File: config.mk
export PLATFORM = sky130hd
export DESIGN_NAME = instr_fetch_unit
export DESIGN_NICKNAME = d
export VERILOG_FILES = /design/src/rtl/instr_fetch_unit_pkg.sv /design/src/rtl/instr_fetch_unit_next_pc_calc.sv /design/src/rtl/instr_fetch_unit.sv
export SDC_FILE = /design/constraint.sdc
export NUM_CORES = 1
export LEC_CHECK = 0
export ABC_AREA = 1
export BUFFER_PORTS_ARGS = -buffer_cell sky130_fd_sc_hd__buf_2
export CORE_MARGIN = 3
export CORE_UTILIZATION = 45
export CTS_CLUSTER_SIZE = 20
export DETAILED_ROUTE_END_ITERATION = 12
export GPL_TIMING_DRIVEN = 0
export MAX_ROUTING_LAYER = met4
export PLACE_DENSITY = 0.71
export SYNTH_ARGS = -nofsm -noshare
export SYNTH_HDL_FRONTEND = slang
export SYNTH_SLANG_ARGS = --single-unit
File: constraint.sdc
create_clock -name clk -period 3.3 [get_ports clk]
set_input_delay 0.33 -clock clk [delete_from_list [all_inputs] [get_ports clk]]
set_output_delay 0.33 -clock clk [all_outputs]
set_load 0.02 [all_outputs]
File: src/rtl/instr_fetch_unit_pkg.sv
`default_nettype none
// +--------------------------------------------------------------------+
// | instr_fetch_unit_pkg: shared opcodes, fetch state and widths        |
// | Revision: 1.0                                                       |
// +--------------------------------------------------------------------+
package instr_fetch_unit_pkg;

  localparam int INST_W = 32;

  localparam logic [5:0] OP_SPECIAL = 6'h00;
  localparam logic [5:0] OP_J       = 6'h02;
  localparam logic [5:0] OP_JAL     = 6'h03;
  localparam logic [5:0] OP_BEQ     = 6'h04;
  localparam logic [5:0] OP_BNE     = 6'h05;
  localparam logic [5:0] FUNCT_JR   = 6'h08;

  typedef enum logic [1:0] {
    BOOT = 2'd0,
    RUN  = 2'd1,
    HALT = 2'd2
  } fetch_state_e;

endpackage
`default_nettype wire

File: src/rtl/instr_fetch_unit_next_pc_calc.sv
`default_nettype none
// +--------------------------------------------------------------------+
// | instr_fetch_unit_next_pc_calc: sequential/branch/jump/jr targets    |
// | Revision: 1.0                                                       |
// +--------------------------------------------------------------------+
module instr_fetch_unit_next_pc_calc
  import instr_fetch_unit_pkg::*;
(
  input  logic [INST_W-1:0] pc_i,
  input  logic [INST_W-1:0] id_pc_plus4_i,
  input  logic [15:0]       br_offset_i,
  input  logic [25:0]       jmp_index_i,
  input  logic [INST_W-1:0] jr_target_i,
  output logic [INST_W-1:0] seq_pc_o,
  output logic [INST_W-1:0] br_pc_o,
  output logic [INST_W-1:0] jmp_pc_o,
  output logic [INST_W-1:0] jr_pc_o
);

  assign seq_pc_o = pc_i + 32'd4;
  // Branch offset counts words relative to the instruction after the branch.
  assign br_pc_o  = id_pc_plus4_i + {{14{br_offset_i[15]}}, br_offset_i, 2'b00};
  assign jmp_pc_o = {id_pc_plus4_i[31:28], jmp_index_i, 2'b00};
  assign jr_pc_o  = jr_target_i;

endmodule
`default_nettype wire

File: src/rtl/instr_fetch_unit.sv
`default_nettype none
// +--------------------------------------------------------------------+
// | instr_fetch_unit: PC owner, imem read initiator and IF/ID register  |
// | Revision: 1.0                                                       |
// +--------------------------------------------------------------------+
module instr_fetch_unit
  import instr_fetch_unit_pkg::*;
#(
  parameter logic [31:0] RESET_PC  = 32'd0,
  parameter int unsigned MEM_BYTES = 200
) (
  input  logic        clk,
  input  logic        rst_n,
  output logic [31:0] imem_pc,
  input  logic [31:0] imem_inst,
  input  logic        stall,
  input  logic        br_taken,
  input  logic [15:0] br_offset,
  input  logic        jmp,
  input  logic [25:0] jmp_index,
  input  logic        jr,
  input  logic [31:0] jr_target,
  output logic [31:0] id_inst,
  output logic [31:0] id_pc,
  output logic [31:0] id_pc_plus4,
  output logic        id_valid,
  output logic        halted,
  output logic        fault
);

  localparam logic [31:0] PC_LIMIT = 32'(MEM_BYTES);

  fetch_state_e state_q, state_d;
  logic [31:0]  pc_q, pc_d;
  logic [31:0]  inst_q, inst_d;
  logic [31:0]  idpc_q, idpc_d;
  logic [31:0]  idpc4_q, idpc4_d;
  logic         valid_q, valid_d;
  logic         halted_q, halted_d;
  logic         fault_q, fault_d;

  logic [31:0]  seq_pc, br_pc, jmp_pc, jr_pc, redir_pc;
  logic         redirect;

  instr_fetch_unit_next_pc_calc u_next_pc (
    .pc_i          (pc_q),
    .id_pc_plus4_i (idpc4_q),
    .br_offset_i   (br_offset),
    .jmp_index_i   (jmp_index),
    .jr_target_i   (jr_target),
    .seq_pc_o      (seq_pc),
    .br_pc_o       (br_pc),
    .jmp_pc_o      (jmp_pc),
    .jr_pc_o       (jr_pc)
  );

  // Redirects are only meaningful while a real instruction sits in ID.
  assign redirect = valid_q & (jr | jmp | br_taken);
  assign redir_pc = jr ? jr_pc : (jmp ? jmp_pc : br_pc);

  always_comb begin
    state_d  = state_q;
    pc_d     = pc_q;
    inst_d   = inst_q;
    idpc_d   = idpc_q;
    idpc4_d  = idpc4_q;
    valid_d  = valid_q;
    halted_d = halted_q;
    fault_d  = fault_q;
    case (state_q)
      BOOT: begin
        state_d = RUN;
        valid_d = 1'b0;
      end
      RUN: begin
        if (!stall) begin
          if (redirect) begin
            inst_d  = 32'd0;
            valid_d = 1'b0;
            if (jr && (jr_target[1:0] != 2'b00)) begin
              state_d = HALT;
              fault_d = 1'b1;
            end else if (redir_pc >= PC_LIMIT) begin
              state_d  = HALT;
              halted_d = 1'b1;
            end else begin
              pc_d = redir_pc;
            end
          end else if (seq_pc >= PC_LIMIT) begin
            // Stop before presenting anything past the end of memory.
            state_d  = HALT;
            halted_d = 1'b1;
            inst_d   = 32'd0;
            valid_d  = 1'b0;
          end else begin
            inst_d  = imem_inst;
            idpc_d  = pc_q;
            idpc4_d = seq_pc;
            valid_d = 1'b1;
            pc_d    = seq_pc;
          end
        end
      end
      HALT: begin
        inst_d  = 32'd0;
        valid_d = 1'b0;
      end
      default: state_d = BOOT;
    endcase
  end

  always_ff @(posedge clk or negedge rst_n) begin
    if (!rst_n) begin
      state_q  <= BOOT;
      pc_q     <= RESET_PC;
      inst_q   <= 32'd0;
      idpc_q   <= 32'd0;
      idpc4_q  <= 32'd4;
      valid_q  <= 1'b0;
      halted_q <= 1'b0;
      fault_q  <= 1'b0;
    end else begin
      state_q  <= state_d;
      pc_q     <= pc_d;
      inst_q   <= inst_d;
      idpc_q   <= idpc_d;
      idpc4_q  <= idpc4_d;
      valid_q  <= valid_d;
      halted_q <= halted_d;
      fault_q  <= fault_d;
    end
  end

  assign imem_pc     = pc_q;
  assign id_inst     = inst_q;
  assign id_pc       = idpc_q;
  assign id_pc_plus4 = idpc4_q;
  assign id_valid    = valid_q;
  assign halted      = halted_q;
  assign fault       = fault_q;

endmodule
`default_nettype wire

==> results.py, run 1 <==
metrics = {
    "status": {
        "status": "complete, no violations",
    },
    "pwr": {
        "p_leak_nw": 6.70,
        "power_density_nw_per_um2": 337,
        "ir_worst_vdd_v": 0.000351,
    },
    "layout": {
        "synthToLayoutAreaGrowth_pct": 25.8,
        "drive_gt1_share_pct": 21.3,
        "fillers": 1878,
        "multiInputGateArea_um2": 4550,
        "finalNonFillerCells": 1900,
        "seq_area_um2": 3280,
        "final_area_um2": 11200,
        "nets": 1763,
    },
    "yosys": {
        "ys_warn_count": 0,
        "synth-simple-area-share_pct": 34.4,
        "synth-adder-area-share_pct": 4.60,
        "muxShareOfSynthArea_pct": 0.254,
        "synth_compound_area_share_pct": 8.87,
        "synth.avg_cell_area_um2": 6.55,
        "postSynthCellCount": 1353,
        "synth_xor_area_share_pct": 2.17,
        "synth_top_family_by_area": "simple AND/OR/NAND/NOR gates",
        "synth_top_area_share_pct": 36.7,
        "syn_nets": 1497,
        "synth_enable_flop_cells": 0,
        "ys_seq_elements": 131,
        "seq_area_frac_synth_pct": 37.0,
        "synth_top_area_cell": "dfrtp_1",
        "netlist-cell-type-count": 37,
        "async_flop_share_pct": 100,
        "ys_top_cells_by_count": "nand2_1 (427), inv_1 (238), dfrtp_1 (130)",
        "netlist_area_um2": 8870,
        "synth_most_common_cell": "nand2_1",
        "synth_flop_cell": "dfrtp_1",
        "synth.area.top_cells": "dfrtp_1 (37%), nand2_1 (18%), inv_1 (10%)",
    },
    "floorplanning": {
        "core_area_um2": 19000,
        "start_util_pct": 46.6,
        "io_pins": 243,
        "row_count": 50,
        "dieArea_um2": 21400,
        "die_h_um": 146,
        "die_x_um": 146,
    },
    "clock_network": {
        "cts_num_sinks": 131,
        "insertion_delay_ps": 420,
        "cts_buffer_depth": 2,
        "htreeDepth": 4,
        "clkTransAtPathRegs_ps": 60,
        "cts_tree": "built",
        "cts_root_buf": "clkbuf_16",
        "numCtsBuffers": 17,
    },
    "sta": {
        "fin_ws_ps": 169,
        "max-slew-margin-rel_pct": 49.8,
        "min_period_ps": 3130,
        "drv_slew": 0,
        "rsz0062_at_grt": "yes",
        "fin_skew_ps": 9.79,
        "fin_crit_sh_pct": 94.9,
        "max_freq_mhz": 319,
        "setup_viol": 0,
        "finalHoldViolations": 0,
        "worst_pin_slew_ps": 753,
        "whs_ps": 140,
    },
    "drt": {
        "drc": 0,
        "firstDrtPassIters": 6,
        "drtAntennaViolNets": 0,
        "wl_per_cell_um": 16.0,
        "dr.first_iter.drc_count": 633,
        "vias_per_cell": 5.02,
        "routed_wl_mm": 30.4,
        "vias": 9546,
    },
    "global_route": {
        "grt_pass1_vias": 9398,
        "use_met3_pct": 6.30,
        "gr-max-usage-layer": "met2",
        "track_usage_pct": 29.1,
        "grt_use_met2_pct": 47.4,
        "antenna_found_initial": 10,
        "grt_start_max_net_pins": 90,
        "grt_pass1_wl_mm": 48.5,
        "grt-ovfl-total": 0,
        "globalRouteMet1Util_pct": 35.5,
    },
    "worst_setup_path": {
        "critical_path_class": "register to register",
        "critPathRequiredTime_ps": 3660,
        "crit_arrival_ps": 3490,
        "critPathMaxFanout": 10,
        "start_kind": "register",
        "crit_path_end_kind": "register",
    },
    "placement": {
        "dp_cells": 1854,
        "numPortBuffers": 240,
        "preCtsSetupSlack_ps": -220,
        "dpl.hpwl_mm": 24.1,
        "place_area_um2": 10400,
        "gp_congestion": 0.981,
    },
    "job": {
        "maxCapViolCount": 0,
    },
    "hold_path": {
        "hp-class": "input pin to register",
    },
}
[final cells by class]
cell class	instances	area share, %
flip-flops and latches	131	29.4
multi-input cells	940	40.8
diodes	10	0.224
clock inverters	11	0.964
plain buffers	44	2.24
inverters	238	8.03
clock buffers	19	3.97
repair buffers	247	11.5
well taps	260	2.92
[through the flow]
step / TNS [ps] / power [mW] / util (%)
2_1_floorplan: 0 / 1.80 / -
3_3_place_gp: -5080 / 1.95 / 54.7
3_5_place_dp: -5920 / 1.96 / 54.8
4_1_cts: -30.5 / 3.78 / 57.9
5_1_grt: -906 / 3.90 / 58.7
6_report: 0 / 3.76 / 58.7
[critical path, cell delays in order (launching register included)]
cell	delay (ps)
dfstp_2	570
ha_4	140
inv_1	50
fa_2	390
inv_4	100
nand3_1	100
nand2_1	170
nand2_1	90
nand2_1	120
nand2_1	110
nand3_1	100
nand3_1	100
nand2_1	90
nand2_1	60
nor2_1	90
nand2_1	80
nor2_2	140
nand3_2	120
nand2_4	130
buf_6	160
nand3_1	80
nand2_1	70
[registers in the layout, indices dropped and copies added (netlist names)]
name,cells
id_inst,32
fault,1
id_pc,32
state_q,2
id_pc_plus4,30
id_valid,1
halted,1
imem_pc,32
[logic make-up after synthesis]
kind of cell    after synthesis
compound gates              148
fa+ha+maj                    32
xor+xnor                     22
simple gates                736
mux                           2
flops                       131
buf+inv                     282
[power by group]
part           leakage [nW]  switching (mW)  internal (mW)  total, mW
Clock                 0.254           0.778           1.05       1.83
Combinational          4.76           0.206          0.121      0.327
Sequential             1.69               0           1.61       1.61
[cell usage in the layout, fill, tap and decap left out, drive strengths merged, types with 3 or more instances in the layout]
cell type / Yosys / final
nand2: 429 / 429
buf: 32 / 278
inv: 238 / 239
nor2: 133 / 133
dfrtp: 130 / 130
nand3: 130 / 130
o21ai: 78 / 78
a21oi: 54 / 54
ha: 31 / 31
clkbuf: 12 / 31
xor2: 22 / 22
nand4: 17 / 17
nor3: 15 / 15
diode: 0 / 10
a21boi: 9 / 9
or2: 5 / 5
clkinvlp: 0 / 5
clkinv: 0 / 4
and2: 3 / 3
[repair_timing]
item	4_1_cts	5_1_grt
pin swaps	1	15
setup endpoints to repair	30	40
hold buffers	1	0
gates cloned	0	1
setup buffers	0	4
resized for setup	11	25
endpoints found under the hold margin	42	0
[metal layers]
| metal | vias to the layer above | routed length (um) |
|---|---|---|
| met1 | 4396 | 12800 |
| met2 | 337 | 14500 |
| li1 | 4742 | - |
| met3 | 71 | 1990 |
| met4 | 0 | 1070 |
| met5 | - | 0 |
[path summary, 6_finish.rpt]
| path | from | to | slack, ps | depth (start not counted) |
|---|---|---|---|---|
| min in group asynchronous | rst_n | id_pc_plus4[14] | 390 | 2 |
| max | id_pc_plus4[2] | imem_pc[7] | 170 | 21 |
| min | imem_inst[30] | id_inst[30] | 140 | 3 |
| max in group asynchronous | rst_n | imem_pc[2] | 2100 | 3 |
| min reg2reg | halted | halted | 470 | 2 |
| max reg2reg | id_pc_plus4[2] | imem_pc[7] | 170 | 21 |
(Power assumes the default switching activity.)
==> run 2: changes to the inputs <==
==> constraint.sdc (replaced) <==
create_clock -name clk -period 3.3 [get_ports clk]
set_input_delay 0.825 -clock clk [delete_from_list [all_inputs] [get_ports clk]]
set_output_delay 0.825 -clock clk [all_outputs]
set_load 0.02 [all_outputs]
==> results.py, run 2 (synthesized netlist as in run 1, its figures left out) <==
metrics = {
    "floorplanning": {
        "core_area_um2": 19000,
        "io_pins": 243,
        "start_util_pct": 46.6,
        "die_x_um": 146,
        "row_count": 50,
        "dieArea_um2": 21400,
        "die_h_um": 146,
    },
    "sta": {
        "finalHoldViolations": 0,
        "max-slew-margin-rel_pct": 48.4,
        "rsz0062_at_grt": "yes",
        "fin_ws_ps": 162,
        "fin_skew_ps": 8.04,
        "max_freq_mhz": 319,
        "setup_viol": 0,
        "drv_slew": 0,
        "min_period_ps": 3140,
        "worst_pin_slew_ps": 774,
        "fin_crit_sh_pct": 95.1,
        "whs_ps": 314,
    },
    "worst_setup_path": {
        "critPathMaxFanout": 10,
        "crit_path_end_kind": "register",
        "ff2ff_setup_slack_ps": 160,
        "critical_path_class": "register to register",
        "crit_arrival_ps": 3490,
        "critPathRequiredTime_ps": 3660,
        "start_kind": "register",
    },
    "drt": {
        "drtAntennaViolNets": 0,
        "firstDrtPassIters": 5,
        "wl_per_cell_um": 16.1,
        "dr.first_iter.drc_count": 614,
        "routed_wl_mm": 30.6,
        "vias": 9584,
        "vias_per_cell": 5.05,
        "drc": 0,
    },
    "global_route": {
        "grt_pass1_vias": 9386,
        "grt_start_max_net_pins": 90,
        "antenna_found_initial": 10,
        "grt-ovfl-total": 0,
        "grt_pass1_wl_mm": 48.5,
        "track_usage_pct": 29.1,
    },
    "status": {
        "status": "complete, no violations",
    },
    "pwr": {
        "p_leak_nw": 6.68,
        "total_power_mw": 3.77,
        "ir_worst_vdd_v": 0.000350,
        "power_density_nw_per_um2": 334,
    },
    "layout": {
        "synthToLayoutAreaGrowth_pct": 27.2,
        "drive_gt1_share_pct": 22.2,
        "final_common_cell": "nand2_1",
        "nets": 1762,
        "layout_common_cells": "nand2_1 (419), buf_2 (258), inv_1 (237), dfrtp_1 (129), nand3_1 (123)",
        "final_util_pct": 59.3,
    },
    "placement": {
        "dpl.hpwl_mm": 24.1,
        "gp_congestion": 0.981,
        "numPortBuffers": 240,
        "preCtsSetupSlack_ps": -594,
    },
    "clock_network": {
        "insertion_delay_ps": 420,
        "htreeDepth": 4,
        "cts_buffer_depth": 2,
        "numCtsBuffers": 17,
        "cts_tree": "built",
        "clkTransAtPathRegs_ps": 60,
        "cts_num_sinks": 131,
        "hold_buffers": 0,
        "cts_root_buf": "clkbuf_16",
    },
    "hold_path": {
        "hp-class": "input pin to async pin",
    },
    "job": {
        "maxCapViolCount": 0,
    },
}
-- run 2: critical path, cell delays in order (launching register included) --
cell and delay (ps):
dfstp_2 570, ha_4 140, inv_1 50, fa_2 390
inv_4 100, buf_4 100, nand3_1 90, nand3_1 210
nand2_1 120, nand3_1 100, nand3_1 70, nand2_1 90
nand2_1 50, nor2_1 180, nand2_1 130, nor2_2 130
nand3_2 120, nand2_4 130, buf_6 160, nand3_1 80
nand2_1 70
-- run 2: final timing paths --
path	cells after the start	end	start
setup / recovery	20	imem_pc[7]	id_pc_plus4[2]
hold / removal	1	id_pc_plus4[14]	rst_n
setup reg to reg	20	imem_pc[7]	id_pc_plus4[2]
hold reg to reg	2	halted	halted
max in group asynchronous	2	imem_pc[2]	rst_n
min in group clk	2	halted	halted
-- run 2: layout make-up --
type,instances,area (um2)
Fill cell,1863,7730
Multi-Input combinational cell,940,4680
Sequential cell,131,3280
Timing Repair Buffer,246,1280
Inverter,238,896
Clock buffer,19,443
Tap cell,260,325
Buffer,44,250
Clock inverter,11,108
Antenna cell,10,25.0
-- run 2: repair_timing --
| item | CTS | global route |
|---|---|---|
| endpoints found under the setup margin | 30 | 40 |
| gates cloned | 0 | 1 |
| pin swaps | 1 | 15 |
| setup buffers | 0 | 4 |
| gates resized for setup | 11 | 49 |
| hold endpoints to repair | 0 | 0 |
-- run 2: per-layer routing --
layer | up-vias | GRT usage, % | wire, um
met5 | - | - | 0
met4 | 0 | 11.3 | 1150
met3 | 75 | 6.30 | 1990
met2 | 341 | 47.3 | 14600
met1 | 4421 | 35.5 | 12800
li1 | 4747 | - | -
-- run 2: report_power, final --
group          leakage (nW)  switching [mW]  internal, mW
clock                 0.254           0.775          1.05
combinational          4.74           0.211         0.128
sequential             1.69               0          1.61
-- run 2: metrics by stage --
stage	instances	TNS (ps)	instance area (um2)
floorplan	1353	0	8870
global placement	1853	-70990	10400
detailed placement	1854	-19250	10400
CTS	1884	-30.5	11000
global route	1899	-1450	11300
finish	1899	0	11300
==> run 3: changes to the inputs <==
clock period = 3.7 ns   (was 3.3 ns; I/O delays follow)
==> results.py, run 3 (synthesized netlist as in run 1, its figures left out) <==
metrics = {
    "sta": {
        "finalHoldViolations": 0,
        "fin_crit_sh_pct": 94.0,
        "worst_pin_slew_ps": 769,
        "setup_tns_ps": 0,
        "setup_viol": 0,
        "fin_skew_ps": 10.4,
        "drv_slew": 0,
        "max_freq_mhz": 288,
        "whs_ps": 409,
        "max-slew-margin-rel_pct": 48.7,
        "min_period_ps": 3480,
    },
    "pwr": {
        "p_int_mw": 2.48,
        "power_density_nw_per_um2": 304,
        "p_leak_nw": 6.66,
        "p_sw_uw": 879,
        "power.share.clock_pct": 48.7,
        "p_sw_share_pct": 26.2,
        "share_comb_of_total_power_pct": 8.6,
        "p_seq_share_pct": 42.7,
        "ir_worst_vdd_v": 0.000314,
    },
    "job": {
        "maxCapViolCount": 0,
    },
    "placement": {
        "dpl.hpwl_mm": 24.1,
        "numPortBuffers": 240,
        "place_area_um2": 10400,
        "gp_congestion": 0.981,
    },
    "layout": {
        "final_area_um2": 11000,
        "nets": 1757,
        "fillers": 1895,
        "multiInputGateArea_um2": 4480,
        "seq_area_um2": 3280,
        "final_common_cell": "nand2_1",
        "synthToLayoutAreaGrowth_pct": 24.4,
        "layout_common_cells": "nand2_1 (424), buf_2 (260), inv_1 (237), dfrtp_1 (130), nand3_1 (128)",
        "final_util_pct": 58.0,
        "drive_gt1_share_pct": 20.2,
    },
    "worst_setup_path": {
        "critPathLaunch": "br_offset[15]",
        "ff2ff_setup_slack_ps": 270,
        "crit_end": "imem_pc[19]",
        "timing.rr.start": "id_pc_plus4[2]",
        "cp_num_cells": 18,
        "slowest_stage": "ha_1",
        "cp_top_family": "simple AND/OR/NAND/NOR gates",
        "crit_arrival_ps": 3770,
        "crit_top_cell": "nand2_1",
        "critPathMaxFanout": 15,
        "reg2reg_to": "imem_pc[19]",
        "start_kind": "input pin",
        "critPathRequiredTime_ps": 3990,
        "cpPeakStageDelay_ps": 440,
        "cp_cell_sequence": "buf_2 -> ha_1 -> nand2_1 -> nor2_1 -> nand2_1 -> nor2_1 -> nand2_1 -> nand4_1 -> nand3_1 -> nand2_1 -> nand2_1 -> nor2_1 -> nand3_1 -> nor2_2 -> nand3_2 -> nand2_2 -> buf_2 -> a21oi_1",
        "critical_path_class": "input pin to register",
        "critPathBufInv": 2,
        "crit_path_end_kind": "register",
        "worst-r2r-cell-count": 20,
    },
    "floorplanning": {
        "die_x_um": 146,
        "dieArea_um2": 21400,
        "row_count": 50,
        "io_pins": 243,
        "die_h_um": 146,
        "core_area_um2": 19000,
        "start_util_pct": 46.6,
    },
    "global_route": {
        "track_usage_pct": 29.1,
        "grt_pass1_vias": 9382,
        "antenna_found_initial": 10,
        "grt_start_max_net_pins": 90,
        "grt-ovfl-total": 0,
        "grt_pass1_wl_mm": 48.5,
    },
    "drt": {
        "firstDrtPassIters": 5,
        "drc": 0,
        "vias_per_cell": 4.99,
        "routed_wl_mm": 30.2,
        "wl_per_cell_um": 15.9,
        "dr.first_iter.drc_count": 583,
        "drtAntennaViolNets": 0,
        "vias": 9458,
    },
    "clock_network": {
        "cts_buffer_depth": 2,
        "htreeDepth": 4,
        "cts_num_sinks": 131,
        "cts_tree": "built",
        "insertion_delay_ps": 420,
        "cts_root_buf": "clkbuf_16",
        "hold_buffers": 0,
        "numCtsBuffers": 17,
        "clkTransAtPathRegs_ps": 60,
    },
    "status": {
        "status": "complete, no violations",
    },
    "hold_path": {
        "hp-class": "input pin to async pin",
    },
}
==> run 3: cell types whose count changed in the layout (fill, tap and decap cells not counted), moves of 5 or more <==
cell	previous run	this run
ha_1	17	30
ha_4	10	0
nand2_1	419	424
nand3_1	123	128
nand3_2	7	2
==> run 3: worst min path at each step <==
| stage | end | slack (ps) |
|---|---|---|
| after floorplan | imem_pc[0] | 460 |
| after global placement | halted | 450 |
| after detailed placement | halted | 450 |
| after CTS | id_pc_plus4[14] | 430 |
| after global routing | id_pc_plus4[14] | 440 |
| final | id_pc_plus4[14] | 410 |
==> run 3: per-stage QoR <==
step | total power, mW | setup slack [ps] | cells
3_5_place_dp | 1.75 | -294 | 1854
3_3_place_gp | 1.74 | -276 | 1853
5_1_grt | 3.48 | -7.23 | 1894
4_1_cts | 3.37 | 122 | 1884
2_1_floorplan | 1.60 | 528 | 1353
6_report | 3.36 | 223 | 1894
==> run 3: metal layers <==
layer | routed length (um) | track usage [%] | vias up
met3 | 1960 | 6.30 | 57
met4 | 970 | 11.3 | 0
li1 | - | - | 4736
met5 | 0 | - | -
met2 | 14400 | 47.3 | 321
met1 | 12900 | 35.5 | 4344
==> run 3: worst reg2reg max path: stages, from the launching register on <==
cell and delay, ps:
dfstp_2 540, ha_1 200, inv_1 70, fa_1 400
inv_2 120, nand2_1 70, nand2_1 120, nand3_1 140
nand2_2 130, nand2_1 100, nand4_1 100, nand3_1 100
nand2_1 80, nand2_1 50, nor2_1 200, nand3_1 120
nor2_2 170, nand3_2 120, nand2_2 120, buf_2 250
a21oi_1 120
==> run 3: layout make-up <==
class | instances | area share (%)
Sequential cell | 131 | 29.7
Multi-Input combinational cell | 940 | 40.7
Clock inverter | 11 | 0.976
Inverter | 238 | 8.10
Clock buffer | 19 | 4.02
Tap cell | 260 | 2.95
Buffer | 44 | 2.14
Timing Repair Buffer | 241 | 11.2
Antenna cell | 10 | 0.227
==> run 3: repair_timing <==
action / CTS / global route
setup buffers: 0 / 0
gates resized for setup: 0 / 12
endpoints found under the setup margin: 0 / 30
endpoints found under the hold margin: 0 / 0
==> run 3: power groups by stage <==
stage          Sequential, mW  Combinational (mW)  Clock [mW]
4_1_cts                  1.43               0.289        1.65
6_report                 1.43               0.289        1.63
3_3_place_gp             1.46               0.281           0
3_5_place_dp             1.46               0.288           0
5_1_grt                  1.43               0.329        1.72
2_1_floorplan            1.46               0.142           0
